### src/rtl/imm_pkg.sv
// rtl/imm_pkg.sv - opcodes, format codes and entry record for the immediate decode stage
package imm_pkg;

    // Widest supported datapath; the full-width entry record is sized to it.
    localparam int XLEN_MAX = 64;

    localparam logic [6:0] OPC_LOAD   = 7'b0000011;
    localparam logic [6:0] OPC_OP_IMM = 7'b0010011;
    localparam logic [6:0] OPC_AUIPC  = 7'b0010111;
    localparam logic [6:0] OPC_STORE  = 7'b0100011;
    localparam logic [6:0] OPC_OP     = 7'b0110011;
    localparam logic [6:0] OPC_LUI    = 7'b0110111;
    localparam logic [6:0] OPC_BRANCH = 7'b1100011;
    localparam logic [6:0] OPC_JALR   = 7'b1100111;
    localparam logic [6:0] OPC_JAL    = 7'b1101111;
    localparam logic [6:0] OPC_SYSTEM = 7'b1110011;

    typedef enum logic [2:0] {
        FMT_NONE = 3'd0,
        FMT_R    = 3'd1,
        FMT_I    = 3'd2,
        FMT_SH   = 3'd3,
        FMT_S    = 3'd4,
        FMT_B    = 3'd5,
        FMT_U    = 3'd6,
        FMT_J    = 3'd7
    } fmt_e;

    typedef struct packed {
        logic [31:0]         instr;
        logic [XLEN_MAX-1:0] pc;
        logic [XLEN_MAX-1:0] imm;
        fmt_e                fmt;
        logic [XLEN_MAX-1:0] target;
        logic                illegal;
    } stage_entry_t;

endpackage

### src/rtl/imm_extract.sv
// rtl/imm_extract.sv - combinational immediate and format extraction from one instruction
module imm_extract
    import imm_pkg::*;
#(
    parameter int XLEN = 32
) (
    input  logic [31:0]     instr_i,
    output logic [XLEN-1:0] imm_o,
    output fmt_e            fmt_o,
    output logic            illegal_o
);

    // Shift amounts are 5 bits on RV32 and 6 bits on RV64.
    localparam int SHW = (XLEN == 64) ? 6 : 5;

    // Every sign-extended immediate fits in 32 bits, so it is built signed
    // at 32 bits and widened once.
    logic signed [31:0] simm;

    // Opcode decode; the widening cast sign-extends because simm is signed.
    always_comb begin
        simm      = '0;
        fmt_o     = FMT_NONE;
        illegal_o = 1'b0;
        case (instr_i[6:0])
            OPC_LOAD, OPC_JALR, OPC_SYSTEM: begin
                fmt_o = FMT_I;
                simm  = {{20{instr_i[31]}}, instr_i[31:20]};
            end
            OPC_OP_IMM: begin
                fmt_o = (instr_i[13:12] == 2'b01) ? FMT_SH : FMT_I;
                simm  = {{20{instr_i[31]}}, instr_i[31:20]};
            end
            OPC_STORE: begin
                fmt_o = FMT_S;
                simm  = {{20{instr_i[31]}}, instr_i[31:25], instr_i[11:7]};
            end
            OPC_BRANCH: begin
                fmt_o = FMT_B;
                simm  = {{19{instr_i[31]}}, instr_i[31], instr_i[7],
                         instr_i[30:25], instr_i[11:8], 1'b0};
            end
            OPC_LUI, OPC_AUIPC: begin
                fmt_o = FMT_U;
                simm  = {instr_i[31:12], 12'b0};
            end
            OPC_JAL: begin
                fmt_o = FMT_J;
                simm  = {{11{instr_i[31]}}, instr_i[31], instr_i[19:12],
                         instr_i[20], instr_i[30:21], 1'b0};
            end
            OPC_OP: begin
                fmt_o = FMT_R;
            end
            default: begin
                illegal_o = 1'b1;
            end
        endcase
        imm_o = XLEN'(simm);
        // funct3 001/101 selects the shift form; funct7 stays out of imm.
        if (fmt_o == FMT_SH) begin
            imm_o = XLEN'(instr_i[20 +: SHW]);
        end
    end

endmodule

### src/rtl/imm_decode_stage.sv
// rtl/imm_decode_stage.sv - registered immediate decode stage with optional 2-entry skid buffer
module imm_decode_stage
    import imm_pkg::*;
#(
    parameter int XLEN    = 32,
    parameter bit SKID_EN = 1'b1
) (
    input  logic            clk,
    input  logic            rst_n,
    input  logic            flush,
    input  logic            in_valid,
    output logic            in_ready,
    input  logic [31:0]     in_instr,
    input  logic [XLEN-1:0] in_pc,
    output logic            out_valid,
    input  logic            out_ready,
    output logic [31:0]     out_instr,
    output logic [XLEN-1:0] out_pc,
    output logic [XLEN-1:0] out_imm,
    output fmt_e            out_fmt,
    output logic [XLEN-1:0] out_target,
    output logic            out_illegal
);

    typedef struct packed {
        logic [31:0]     instr;
        logic [XLEN-1:0] pc;
        logic [XLEN-1:0] imm;
        fmt_e            fmt;
        logic [XLEN-1:0] target;
        logic            illegal;
    } entry_t;

    localparam entry_t ENTRY_RST = '{instr: '0, pc: '0, imm: '0, fmt: FMT_NONE,
                                     target: '0, illegal: 1'b0};

    logic [XLEN-1:0] dec_imm;
    fmt_e            dec_fmt;
    logic            dec_illegal;
    entry_t          in_e;

    entry_t out_q, out_d;
    entry_t skid_q, skid_d;
    logic   out_vld_q, out_vld_d;
    logic   skid_vld_q, skid_vld_d;
    logic   rdy_q, rdy_d;
    logic   accept;

    imm_extract #(
        .XLEN(XLEN)
    ) u_extract (
        .instr_i   (in_instr),
        .imm_o     (dec_imm),
        .fmt_o     (dec_fmt),
        .illegal_o (dec_illegal)
    );

    // Package the incoming instruction with its decode and pc-relative target.
    always_comb begin
        in_e.instr   = in_instr;
        in_e.pc      = in_pc;
        in_e.imm     = dec_imm;
        in_e.fmt     = dec_fmt;
        in_e.target  = in_pc + dec_imm;
        in_e.illegal = dec_illegal;
    end

    // With the skid buffer, ready is a flop (skid empty); without it, ready
    // looks through to the downstream consumer.
    assign in_ready = SKID_EN ? rdy_q : (!out_vld_q || out_ready);
    assign accept   = in_valid && in_ready;

    // Next-state: flush wins; a free output slot takes the skid entry first,
    // otherwise the new input; a stalled slot parks the new input in skid.
    // The skid path is only ever reached when SKID_EN=1 because a stalled
    // slot forces in_ready low otherwise.
    always_comb begin
        out_d      = out_q;
        skid_d     = skid_q;
        out_vld_d  = out_vld_q;
        skid_vld_d = skid_vld_q;
        if (flush) begin
            out_vld_d  = 1'b0;
            skid_vld_d = 1'b0;
        end else if (!out_vld_q || out_ready) begin
            if (skid_vld_q) begin
                out_d      = skid_q;
                out_vld_d  = 1'b1;
                skid_vld_d = 1'b0;
            end else if (accept) begin
                out_d     = in_e;
                out_vld_d = 1'b1;
            end else begin
                out_vld_d = 1'b0;
            end
        end else if (accept) begin
            skid_d     = in_e;
            skid_vld_d = 1'b1;
        end
        rdy_d = !skid_vld_d;
    end

    // State and entry registers; flush drops valids but leaves data in place.
    always_ff @(posedge clk) begin
        if (!rst_n) begin
            out_q      <= ENTRY_RST;
            skid_q     <= ENTRY_RST;
            out_vld_q  <= 1'b0;
            skid_vld_q <= 1'b0;
            rdy_q      <= 1'b1;
        end else begin
            out_q      <= out_d;
            skid_q     <= skid_d;
            out_vld_q  <= out_vld_d;
            skid_vld_q <= skid_vld_d;
            rdy_q      <= rdy_d;
        end
    end

    assign out_valid   = out_vld_q;
    assign out_instr   = out_q.instr;
    assign out_pc      = out_q.pc;
    assign out_imm     = out_q.imm;
    assign out_fmt     = out_q.fmt;
    assign out_target  = out_q.target;
    assign out_illegal = out_q.illegal;

endmodule

### config.mk
export PLATFORM = sky130hd
export DESIGN_NAME = imm_decode_stage
export DESIGN_NICKNAME = d
export VERILOG_FILES = /design/src/rtl/imm_pkg.sv /design/src/rtl/imm_extract.sv /design/src/rtl/imm_decode_stage.sv
export SDC_FILE = /design/constraint.sdc
export NUM_CORES = 1
export LEC_CHECK = 0
export BUFFER_PORTS_ARGS = -buffer_cell sky130_fd_sc_hd__buf_2
export CORE_ASPECT_RATIO = 2
export CORE_MARGIN = 2
export CORE_UTILIZATION = 48
export CTS_CLUSTER_DIAMETER = 50
export DETAILED_ROUTE_END_ITERATION = 8
export PLACE_DENSITY = 0.76
export SETUP_SLACK_MARGIN = 0.1
export SYNTH_ARGS = -nofsm -noshare
export SYNTH_HDL_FRONTEND = slang
export SYNTH_HIERARCHICAL = 1
export SYNTH_SLANG_ARGS = --single-unit
export TNS_END_PERCENT = 20
### constraint.sdc
create_clock -name clk -period 4.9 [get_ports clk]
set_input_delay 0 -clock clk [delete_from_list [all_inputs] [get_ports clk]]
set_output_delay 0 -clock clk [all_outputs]
set_load 0.01 [all_outputs]
# [Yosys cells after proc, flatten, opt, wreduce, memory -nomap -nowiden]
# Cells that the tools add are included.
[totals] regBits=267 wordCells=55 output_inout_bits=134 in_bits=69
[classes] addsub=1 eq_ne=12 reduce_logical=12 bitwise_logic=3 n_mux=12
[ops] cell="$mux 132" count=2
[ops] cell="$pmux 32 s5" count=1
[ops] cell="$add 32x32->32" count=1
[ops] cell="$mux 32" count=1
[ops] cell="$eq 7x7->1 const B" count=4
[ops] cell="$eq 7x6->1 const B" count=3
[ops] cell="$pmux 3 s7" count=1
[ops] cell="$eq 7x5->1 const B" count=2
[ops] cell="$reduce_or 10->1" count=1
[ops] cell="$eq 7x2->1 const B" count=1
[ops] cell="$mux 1" count=7
[ops] cell="$reduce_and 3->1" count=2
[ops] cell="$reduce_or 2->1" count=2
[ops] cell="$reduce_or 4->1" count=1
[ops] cell="$eq 3x2->1 const B" count=1
[ops] cell="$not 1->1" count=3
[ops] cell="$reduce_or 3->1" count=1
[ops] cell="$eq 2x1->1 const B" count=1
[ops] cell="$logic_not 1->1" count=2
[ops] cell="$reduce_bool 2->1" count=1
[ops] cell="$logic_and 1x1->1" count=1
[ops] cell="$logic_or 1x1->1" count=1

# [Depth between registers and ports, before layout]
[logic_depth] ltp_word=8 mapped_depth=16 mapped_depth_nobuf=15

# [Cells and area by module]
# The synthesis kept the hierarchy.
[modules_own_cells] mod="imm_decode_stage" n_inst=1 seq_area_each_um2=5345.1 cells_each=1418 area_per_inst_um2=11926.4
[modules_own_cells] mod="imm_extract" n_inst=1 seq_area_each_um2=0.0 cells_each=123 area_per_inst_um2=715.7

# [Least setup slack after synthesis]
# OpenSTA, ideal clock, no wires.
[synth_path] path_type="input -> register" start="input port in_instr[3]" end="register out_q (netlist bit out_target[26])" t_required_ns=4.826 path_stages=13 path_slack_ns=1.631 n_path_buf=1 setup_ns=0.074 arrival_time_ns=3.195 path_cell_list="buf_6 or3b_4 a211oi_4 nand2_1 a21oi_1 ha_1 a21o_1 a211o_1 or3_1 o211a_1 o21a_1 or3_1 a31oi_1"
[synth_via] elab_chain_len=8 word_cells_on_any_way=20 classes_between="add/sub (1); eq/ne (11); mux (5); reduce/logical (3)"
[synth_rtl] item="from (decl)" line="imm_decode_stage.sv:13" text="input logic [31:0] in_instr,"
[synth_rtl] item="$eq 7x2->1 (tied with other cells)" line="imm_extract.sv:25" text="case (instr_i[6:0])"
[synth_rtl] item="$reduce_or 3->1 / $reduce_or 2->1 (equally long branches)"
[synth_rtl] item="$pmux 3 s7" line="imm_extract.sv:25"
[synth_rtl] item="$eq 3x2->1" line="imm_extract.sv:61" text="if (fmt_o == FMT_SH) begin"
[synth_rtl] item="$mux 32 *" line="imm_extract.sv:61"
[synth_rtl] item="named net dec_imm[19]" line="imm_decode_stage.sv:37" text="logic [XLEN-1:0] dec_imm;"
[synth_rtl] item="$add 32x32->32 *" line="imm_decode_stage.sv:64" text="in_e.target = in_pc + dec_imm;"
[synth_rtl] item="$mux 132 *" line="imm_decode_stage.sv:90" text="end else if (accept) begin"
[synth_rtl] item="$mux 132 *" line="imm_decode_stage.sv:86" text="if (skid_vld_q) begin"
[synth_rtl] item="to (signal assigned)" line="imm_decode_stage.sv:112" text="out_q <= out_d;"
[synth_rtl] item="to (decl)" line="imm_decode_stage.sv:42" text="entry_t out_q, out_d;"
# The timed path passes the listed nets; every way through them passes the cells marked *. The select of a mux whose other input is x is not followed.
# A chain may end at the register's enable or synchronous reset.

# [Worst setup path after layout]
[layout_path] start="input port in_instr[3]" end="register skid_q[32] (netlist bit)"
[layout_via] elab_chain_len=6 word_cells_on_any_way=18 classes_between="add/sub (1); eq/ne (11); mux (3); reduce/logical (3)"
[layout_rtl] item="$eq 7x2->1 (tied with other cells)" line="imm_extract.sv:25"
[layout_rtl] item="$reduce_or 3->1 / $reduce_or 2->1 (equally long branches)"
[layout_rtl] item="$pmux 3 s7" line="imm_extract.sv:25"
[layout_rtl] item="$eq 3x2->1" line="imm_extract.sv:61"
[layout_rtl] item="$mux 32 *" line="imm_extract.sv:61"
[layout_rtl] item="named net dec_imm[9]" line="imm_decode_stage.sv:37"
[layout_rtl] item="$add 32x32->32 *" line="imm_decode_stage.sv:64"
[layout_rtl] item="to (signal assigned)" line="imm_decode_stage.sv:113" text="skid_q <= skid_d;"
[layout_rtl] item="to (decl)" line="imm_decode_stage.sv:43" text="entry_t skid_q, skid_d;"
# The timed path passes the listed nets; every way through them passes the cells marked *.

==> impl_metrics.json <==
{
  "cp.required_ps": 5330,
  "drtIter0Drc": 919,
  "crit_type": "in -> reg",
  "htreeDepth": 1,
  "cp.arrival_ps": 4490,
  "period_needed_ps": 4060,
  "critPathLaunchType": "primary input",
  "cts_sinks": 267,
  "yosys_warnings": 6,
  "hold_class": "in -> reg",
  "clock_latency_ps": 560,
  "cts_buffers": 26,
  "synth.area.top_cells": "dfxtp_1 42%, nand2_1 8.7%, mux2i_1 8.5%",
  "dp.cells": 1983,
  "top_layer_used": "met4",
  "ant_nets": 0,
  "critPathCaptureType": "flip-flop",
  "route.met2.wl_microns": 19400,
  "max_freq_mhz": 246,
  "initial_utilization_pct": 48.5,
  "p_per_area_nw_per_um2": 321,
  "wl_met1_microns": 15600,
  "ir_worst_vdd_mv": 0.301,
  "grt_max_degree": 126,
  "avgSynthCellArea_sq_um": 8.20,
  "p_leak_uw": 0.00596,
  "hold_violations": 0,
  "max_slew_margin_pct": 30.7,
  "core_area_sq_um": 26100,
  "dieArea_sq_um": 27700,
  "cp_max_fo": 14,
  "drc_errors": 0,
  "cts_root_buf": "clkbuf_16",
  "grt_usage_pct": 27.7,
  "synth_nets": 1642,
  "cts_setup_buffers": 0,
  "yosysTopAreaCellShare_pct": 42.3,
  "antenna_found_initial": 0,
  "finalMaxSlewViolations": 0,
  "run_status": "complete, no violations",
  "final_cells": 2097,
  "rsz0062_at_grt": "no",
  "synth_most_common_cell": "nand2_1",
  "multi_input_area_sq_um": 6820,
  "syn-instance-count": 1541,
  "synth-seq-cells": 267,
  "dp_hpwl_microns": 26700,
  "drt_pass1_iterations": 5,
  "ys_seq_area_share_pct": 42.3,
  "cts_resized": 0,
  "holdWs_ps": 53.9,
  "cts_tree": "yes",
  "place_area_sq_um": 13800,
  "met3_length_microns": 2080,
  "synth-main-ff-cell": "dfxtp_1",
  "nNetsFinal": 1835,
  "clk_pin_slew_ps": 70,
  "die_x_microns": 119,
  "synth.distinct_cells": 72,
  "synth-async-reset-ratio_pct": 0,
  "vias": 11800,
  "finalWeightedCongestion": 0.958,
  "utilization_pct": 58.8,
  "worst_pin_slew_ps": 1030,
  "antenna_cells": 0,
  "overflow": 0,
  "grt_pass1_wl_microns": 61500,
  "fin_setup_tns_ps": 0,
  "setup-violations-final": 0,
  "io_pins": 203,
  "row_count": 84,
  "cts_max_path_buffers": 3,
  "maxCapViolations": 0,
  "skew_ps": 25.9,
  "synth_edf_count": 0,
  "final_area_sq_um": 15300,
  "routed_wl_microns": 39400,
  "first_global_vias": 11000,
  "regArea_sq_um": 5350,
  "period_share_pct": 82.8,
  "syn2layout_area_growth_pct": 21.2,
  "die_height_microns": 234,
  "fillers": 2380,
  "wl_per_cell_microns": 18.8,
  "synth_common_cells": "294 x nand2_1, 267 x dfxtp_1, 190 x a21oi_1",
  "synth_largest_area_cell": "dfxtp_1",
  "port_buffers": 202,
  "drive_gt1_share_pct": 16.2,
  "syn_area_sq_um": 12600,
  "viasPerCell": 5.61
}
timing repair:
item / CTS / global route
hold buffers: 67 / 0
endpoints found under the setup margin: 0 / 0
hold endpoints to repair: 143 / 0
metrics by stage:
step | total power, uW | setup slack, ps
finish | 4920 | 842
global route | 5090 | 436
CTS | 4950 | 936
detailed placement | 2870 | 890
global placement | 2860 | 948
floorplan | 2650 | 1630
critical path, stage by stage:
cell and delay, ps:
dlygate4sd3_1 530, buf_2 290, and4bb_2 310, and2_1 160
o21ai_1 500, a21boi_0 330, ha_1 460, nand3_2 150
a2bb2oi_1 170, or2_1 250, a311oi_2 290, o31a_1 280
a211o_2 230, a21oi_4 80, o311ai_2 340, a21oi_1 110
cells by family (layout without fill, tap and decap cells):
logic type	Yosys count	in the layout	share of synthesized area, %
XOR/XNOR	29	29	2.01
adder cells (fa/ha/maj)	32	32	3.23
buffers and inverters	127	339	3.91
AND/OR/NAND/NOR	541	541	17.9
flip-flops	267	267	42.3
multiplexers	107	107	8.47
AO/OA/AOI/OAI	438	438	22.2
worst paths after layout:
check | cells after the start | from | slack, ps | end
max | 16 | in_instr[3] | 840 | skid_q[32]
min | 2 | rst_n | 50 | out_target[22]
max reg2reg | 5 | skid_vld_q | 2430 | out_target[23]
min reg2reg | 2 | skid_q[75] | 450 | skid_q[75]
state kept, by name (all words and copies together), names as in the netlist:
register     flops
skid_q         132
out_imm         32
out_valid        1
out_pc          32
out_instr       32
in_ready         1
out_illegal      1
out_fmt          3
skid_vld_q       1
out_target      32
cell usage in the layout (no fill, tap or decap), types with 6 or more instances in the layout:
| cell | netlist | final |
|---|---|---|
| o211ai_1 | 13 | 13 |
| buf_4 | 1 | 8 |
| nor2_1 | 161 | 161 |
| nand3_1 | 19 | 19 |
| a211oi_1 | 109 | 109 |
| or3_1 | 8 | 7 |
| xor2_1 | 13 | 13 |
| nor2b_1 | 12 | 12 |
| buf_2 | 5 | 202 |
| a21boi_0 | 8 | 8 |
| dfxtp_1 | 267 | 266 |
| mux2i_1 | 107 | 107 |
| o21ai_0 | 37 | 37 |
| nand2_1 | 294 | 294 |
| a21oi_1 | 190 | 190 |
| ha_1 | 31 | 31 |
| clkinv_2 | 0 | 9 |
| a31oi_1 | 7 | 7 |
| clkbuf_16 | 0 | 26 |
| xnor2_1 | 16 | 16 |
| dlygate4sd3_1 | 0 | 67 |
| nand2b_1 | 6 | 6 |
| inv_1 | 9 | 9 |
| a21o_1 | 17 | 17 |
| o21ai_1 | 10 | 10 |
cell type report:
type | instances | area share, %
clock buffer | 33 | 4.74
clock inverter | 14 | 0.955
inverter | 12 | 0.327
multi-input combinational | 1147 | 44.5
sequential | 267 | 34.9
tap | 344 | 2.81
timing repair buffer | 280 | 11.8
layer usage:
layer / track usage [%] / vias up
met3: 3.34 / 99
met5: 0 / -
li1: - / 5791
met2: 48.6 / 430
met1: 32.7 / 5452
met4: 15.0 / 0
report_power, final:
| part | total [uW] | switching [uW] | internal (uW) |
|---|---|---|---|
| logic | 575 | 351 | 224 |
| clock network | 2050 | 892 | 1160 |
| registers | 2290 | 43.2 | 2250 |
Note: power is estimated with default switching activity, not from simulation.
